===== src/rtl/i2s_slave_transmitter.sv =====
`default_nettype none
// ============================================================================
// Module   : i2s_slave_transmitter
// Brief    : I2S slave serializer for 24-bit L/R PCM on external bclk/lrclk.
// Revision : 1.0
// ============================================================================
module i2s_slave_transmitter #(
    parameter int DATA_W = 24,
    parameter int CNT_W  = 8
) (
    input  logic              clk,
    input  logic              reset,
    input  logic              enable,
    input  logic              clear_status,
    input  logic              bclk,
    input  logic              lrclk,
    input  logic              l_data_en,
    input  logic              r_data_en,
    input  logic [DATA_W-1:0] l_data,
    input  logic [DATA_W-1:0] r_data,
    output logic              sdata,
    output logic              locked,
    output logic              sample_req,
    output logic              underrun,
    output logic [CNT_W-1:0]  bit_cnt_reg
);

    localparam int                c_BITS_W    = $clog2(DATA_W + 1);
    localparam logic [c_BITS_W-1:0] c_BITS_LOAD = c_BITS_W'(DATA_W);
    localparam logic [CNT_W-1:0]  c_CNT_MAX   = '1;

    typedef enum logic [1:0] {
        ST_IDLE = 2'd0,
        ST_SYNC = 2'd1,
        ST_RUN  = 2'd2
    } state_t;

    state_t r_state;
    state_t w_state_next;

    logic r_bclk_meta, r_bclk_sync, r_bclk_dly;
    logic r_lrclk_meta, r_lrclk_sync, r_lrclk_dly;
    logic r_fe;
    logic r_lr_prev;

    logic [DATA_W-1:0]   r_l_hold, r_r_hold, r_shift;
    logic                r_l_new, r_r_new;
    logic [c_BITS_W-1:0] r_bits_left;
    logic [CNT_W-1:0]    r_cnt;

    logic w_lr_s;
    logic w_chan_start;
    logic w_load;
    logic w_shift_en;
    logic w_counting;
    logic w_fresh;

    // Registered fe keeps lrclk (via its delay flop) aligned with the edge.
    always_ff @(posedge clk or posedge reset) begin
        if (reset) begin
            r_bclk_meta  <= 1'b0;
            r_bclk_sync  <= 1'b0;
            r_bclk_dly   <= 1'b0;
            r_lrclk_meta <= 1'b0;
            r_lrclk_sync <= 1'b0;
            r_lrclk_dly  <= 1'b0;
            r_fe         <= 1'b0;
            r_lr_prev    <= 1'b0;
        end else begin
            r_bclk_meta  <= bclk;
            r_bclk_sync  <= r_bclk_meta;
            r_bclk_dly   <= r_bclk_sync;
            r_lrclk_meta <= lrclk;
            r_lrclk_sync <= r_lrclk_meta;
            r_lrclk_dly  <= r_lrclk_sync;
            r_fe         <= r_bclk_dly & ~r_bclk_sync;
            if (r_fe) begin
                r_lr_prev <= r_lrclk_dly;
            end
        end
    end

    assign w_lr_s       = r_lrclk_dly;
    assign w_chan_start = r_fe && (w_lr_s != r_lr_prev);
    assign w_fresh      = w_lr_s ? r_r_new : r_l_new;

    always_ff @(posedge clk or posedge reset) begin
        if (reset) begin
            r_state <= ST_IDLE;
        end else begin
            r_state <= w_state_next;
        end
    end

    always_comb begin
        w_state_next = r_state;
        w_load       = 1'b0;
        case (r_state)
            ST_IDLE: begin
                w_state_next = ST_SYNC;
            end
            ST_SYNC: begin
                if (w_chan_start && !w_lr_s) begin
                    w_load       = 1'b1;
                    w_state_next = ST_RUN;
                end
            end
            ST_RUN: begin
                w_load = w_chan_start;
            end
            default: begin
                w_state_next = ST_IDLE;
            end
        endcase
        if (!enable) begin
            w_state_next = ST_IDLE;
            w_load       = 1'b0;
        end
    end

    assign locked     = (r_state == ST_RUN);
    assign w_shift_en = enable && (r_state == ST_RUN) && r_fe && !w_chan_start;
    assign w_counting = enable && (r_state != ST_IDLE);

    // Load inserts the one-bit I2S delay slot before the MSB.
    always_ff @(posedge clk or posedge reset) begin
        if (reset) begin
            r_shift     <= '0;
            r_bits_left <= '0;
            sdata       <= 1'b0;
            sample_req  <= 1'b0;
        end else begin
            sample_req <= 1'b0;
            if (!enable) begin
                r_shift     <= '0;
                r_bits_left <= '0;
                sdata       <= 1'b0;
            end else if (w_load) begin
                r_shift     <= w_lr_s ? r_r_hold : r_l_hold;
                r_bits_left <= c_BITS_LOAD;
                sdata       <= 1'b0;
                sample_req  <= w_lr_s;
            end else if (w_shift_en) begin
                if (r_bits_left != '0) begin
                    sdata       <= r_shift[DATA_W-1];
                    r_shift     <= {r_shift[DATA_W-2:0], 1'b0};
                    r_bits_left <= r_bits_left - 1'b1;
                end else begin
                    sdata <= 1'b0;
                end
            end
        end
    end

    // A strobe coinciding with a load wins the flag; the load reads the old hold.
    always_ff @(posedge clk or posedge reset) begin
        if (reset) begin
            r_l_hold <= '0;
            r_r_hold <= '0;
            r_l_new  <= 1'b0;
            r_r_new  <= 1'b0;
            underrun <= 1'b0;
        end else begin
            if (l_data_en) begin
                r_l_hold <= l_data;
                r_l_new  <= 1'b1;
            end else if (w_load && !w_lr_s) begin
                r_l_new <= 1'b0;
            end
            if (r_data_en) begin
                r_r_hold <= r_data;
                r_r_new  <= 1'b1;
            end else if (w_load && w_lr_s) begin
                r_r_new <= 1'b0;
            end
            if (w_load && !w_fresh) begin
                underrun <= 1'b1;
            end else if (clear_status) begin
                underrun <= 1'b0;
            end
        end
    end

    always_ff @(posedge clk or posedge reset) begin
        if (reset) begin
            r_cnt       <= '0;
            bit_cnt_reg <= '0;
        end else if (!w_counting) begin
            r_cnt <= '0;
        end else if (r_fe) begin
            if (w_chan_start) begin
                bit_cnt_reg <= (r_cnt == c_CNT_MAX) ? c_CNT_MAX : r_cnt + 1'b1;
                r_cnt       <= '0;
            end else if (r_cnt != c_CNT_MAX) begin
                r_cnt <= r_cnt + 1'b1;
            end
        end
    end

endmodule
`default_nettype wire


===== config.mk =====
export PLATFORM = sky130hd
export DESIGN_NAME = i2s_slave_transmitter
export DESIGN_NICKNAME = d
export VERILOG_FILES = /design/src/rtl/i2s_slave_transmitter.sv
export SDC_FILE = /design/constraint.sdc
export NUM_CORES = 1
export LEC_CHECK = 0
export CORE_ASPECT_RATIO = 1.2
export CORE_MARGIN = 2
export CORE_UTILIZATION = 30
export CTS_CLUSTER_DIAMETER = 120
export DETAILED_ROUTE_END_ITERATION = 6
export HOLD_SLACK_MARGIN = 0.02
export PLACE_DENSITY = 0.55
export SLEW_MARGIN = 40
export SYNTH_ARGS = -nofsm -noshare
export SYNTH_HDL_FRONTEND = slang
export SYNTH_SLANG_ARGS = --single-unit

===== constraint.sdc =====
create_clock -name clk -period 4.66 [get_ports clk]
set_input_delay 0.699 -clock clk [delete_from_list [all_inputs] [get_ports clk]]
set_output_delay 0.699 -clock clk [all_outputs]
set_load 0.02 [all_outputs]

==> qor.csv <==
metric;value;unit
portBuffers;67;
cts_root_buf;clkbuf_16;
swShare;25.6;%
synthCells;447;
fin_nets;563;
startpoint_type;flop;
drc;0;
fin_crit_sh;53.1;%
synthDistinctLibCells;42;
max_freq;404;MHz
antenna_found_initial;0;
cap_violations;0;
dr_total_vias;3516;
clockBufferDepth;2;
grt_remaining_overflow;0;
path_max_fanout;5;
synth_top_area_share;54.1;%
cts_htree_levels;3;
power_density;378;nW/µm²
path_class;flop to primary output;
cts_tree;built;
grt_pass1_vias;3660;
finalNonFillerCells;718;
drtIter0Drc;232;
area_growth;23.6;%
clock_latency;0.35;ns
die_area;17700;µm²
grt_usage;13.1;%
async_reset_ff_share;100;%
status;finished clean;
finalSetupViolCount;0;
fin_worst_skew;0.0110;ns
grt_max_degree;53;
place.gp.congestion;0.768;
die_h;145;µm
worstPathArrival;1.78;ns
ys_ff_latch;108;
synth_area_leaders;dfrtp_1 (54%), mux2_2 (16%), nand2_1 (5.1%), o31ai_1 (3.9%), a31oi_1 (3.0%);
row_count;51;
min_period;2.48;ns
yosysWarnings;0;
yosysSeqAreaShare;54.1;%
p_switching;0.598;mW
cts_resized;0;
maxSlewHeadroom;55.0;%
n_antenna_cell;0;
start_util;30.7;%
place_hpwl;7.11;mm
p_leak;2.46;nW
cp_cell_sequence;inv_1 -> ha_1 -> clkdlybuf4s50_1;
finalHoldViolCount;0;
rsz0062_at_grt;no;
grt_pass1_wl;18.4;mm
die_w;122;µm
cts_sinks;108;
worstPathRequired;3.96;ns
yosys.area.top_type;dfrtp_1;
wl_per_cell;15.1;µm
synth-edff-count;0;
layout-drive-gt1-share;19.8;%
first_pass_iters;4;
critPathMaxStageDelay;0.64;ns
postRouteAntennaNets;0;
comb_power_share;17.5;%
cts.clk_slew.worst_paths;0.07;ns
top_regs;r_l_hold (24), r_r_hold (24), r_shift (24);
core_area;16300;µm²
syn_area;5000;µm²
worst_pin_slew;0.669;ns
crit_path_end_kind;primary output;
numCtsBuffers;9;
peakVddDrop;0.189;mV
cts_setup_buffers;0;
vias_per_cell;4.90;
clkPwrFrac;36.9;%
cp_slowest_cell;clkdlybuf4s50_1;
fill_cells;1609;
dp.cells;702;
synth_ff_type;dfrtp_1;
pwr-share-seq;45.6;%
tns;0;ns
avgSynthCellArea;11.2;µm²
syn_nets;509;
cts_hold_buffers;0;
min_path_type;flop to flop;
maxSlewViolCount;0;
drt_wl_total;10.8;mm
internal_power;1.74;mW
io_pins;68;
-- placed cells by master, fill, tap and decap left out, types with 5 or more instances in the layout --
cell,count
mux2_2,73
clkdlybuf4s50_1,67
nand3_1,6
ha_1,6
buf_4,6
a31oi_1,24
a21oi_1,8
clkbuf_16,9
and2_1,5
nor2_1,16
dfrtp_1,108
o21ai_0,18
o31ai_1,26
inv_1,11
nand2_1,67
-- layout make-up --
type                       instances  area, µm²  area share [%]
multi-input combinational        297       2120            34.2
clock inverter                     4       97.6            1.58
sequential                       108       2700            43.7
inverter                          12       47.5           0.769
timing repair buffer              73        716            11.6
tap                              212        265            4.29
clock buffer                      12        236            3.83
-- through the flow --
| stage | hold WS, ns | utilization, % | instance area [µm²] | power (mW) | worst slack [ns] |
|---|---|---|---|---|---|
| after floorplan | 0.331 | - | 5000 | 1.34 | 1.12 |
| after global placement | 0.332 | 35.9 | 5840 | 1.48 | 1.58 |
| after detailed placement | 0.336 | 35.9 | 5850 | 1.50 | 1.81 |
| after CTS | 0.352 | 38.0 | 6180 | 2.38 | 2.15 |
| after global routing | 0.355 | 38.0 | 6180 | 2.47 | 2.02 |
| final | 0.351 | 38.0 | 6180 | 2.34 | 2.18 |
-- cells in the mapped netlist, types with 3 or more instances --
library cell	number
inv_1	12
and3_1	4
nand3_1	6
and2_1	5
o31ai_1	26
nand3b_1	3
mux2i_1	4
clkbuf_1	20
buf_6	3
o21ai_0	18
mux2_2	73
nand4_1	4
dfrtp_1	108
nand2_1	68
ha_1	6
buf_1	3
a31oi_1	24
buf_2	4
o211ai_1	4
a21oi_1	8
nor2_1	16
-- worst max-delay path: cells and delay by family (launching register included) --
kind | cells | cell delay, ns
flops | 1 | 0.41
buf+inv | 2 | 0.76
fa+ha+maj | 1 | 0.25
-- final timing paths --
check	start	endpoint	slack [ns]	cells past startpoint
worst max-delay path	r_state[0]	locked	2.18	3
worst min-delay path	r_bclk_meta	r_bclk_sync	0.35	0
worst max register to register	r_bits_left[0]	r_bits_left[3]	2.46	6
worst min register to register	r_bclk_meta	r_bclk_sync	0.35	0
max in group asynchronous	reset	r_l_hold[10]	2.99	3
min in group asynchronous	reset	r_bclk_dly	0.80	2
-- logic make-up after synthesis --
| family | share of synthesized area (%) |
|---|---|
| mux | 17.5 |
| fa+ha+maj | 1.50 |
| xor+xnor | 0.350 |
| simple gates | 11.3 |
| compound gates | 11.5 |
| buf+inv | 3.70 |
| flops | 54.1 |
-- per-layer routing --
layer	wire (µm)	part of all wire, %	GRT usage (%)	vias up
li1	-	-	-	1700
met4	176	1.6	5.11	0
met1	4860	45	17.2	1734
met3	390	3.6	2.47	13
met5	0	0	0	-
met2	5400	50	21.1	69
-- power by group through the flow --
stage / Sequential [mW] / Combinational, mW / Clock [mW]
after floorplan: 1.09 / 0.252 / 0
after global placement: 1.08 / 0.405 / 0
after detailed placement: 1.09 / 0.416 / 0
after CTS: 1.07 / 0.419 / 0.892
after global routing: 1.08 / 0.455 / 0.934
final: 1.07 / 0.409 / 0.864
No activity file was read; power rests on OpenSTA's default activity.
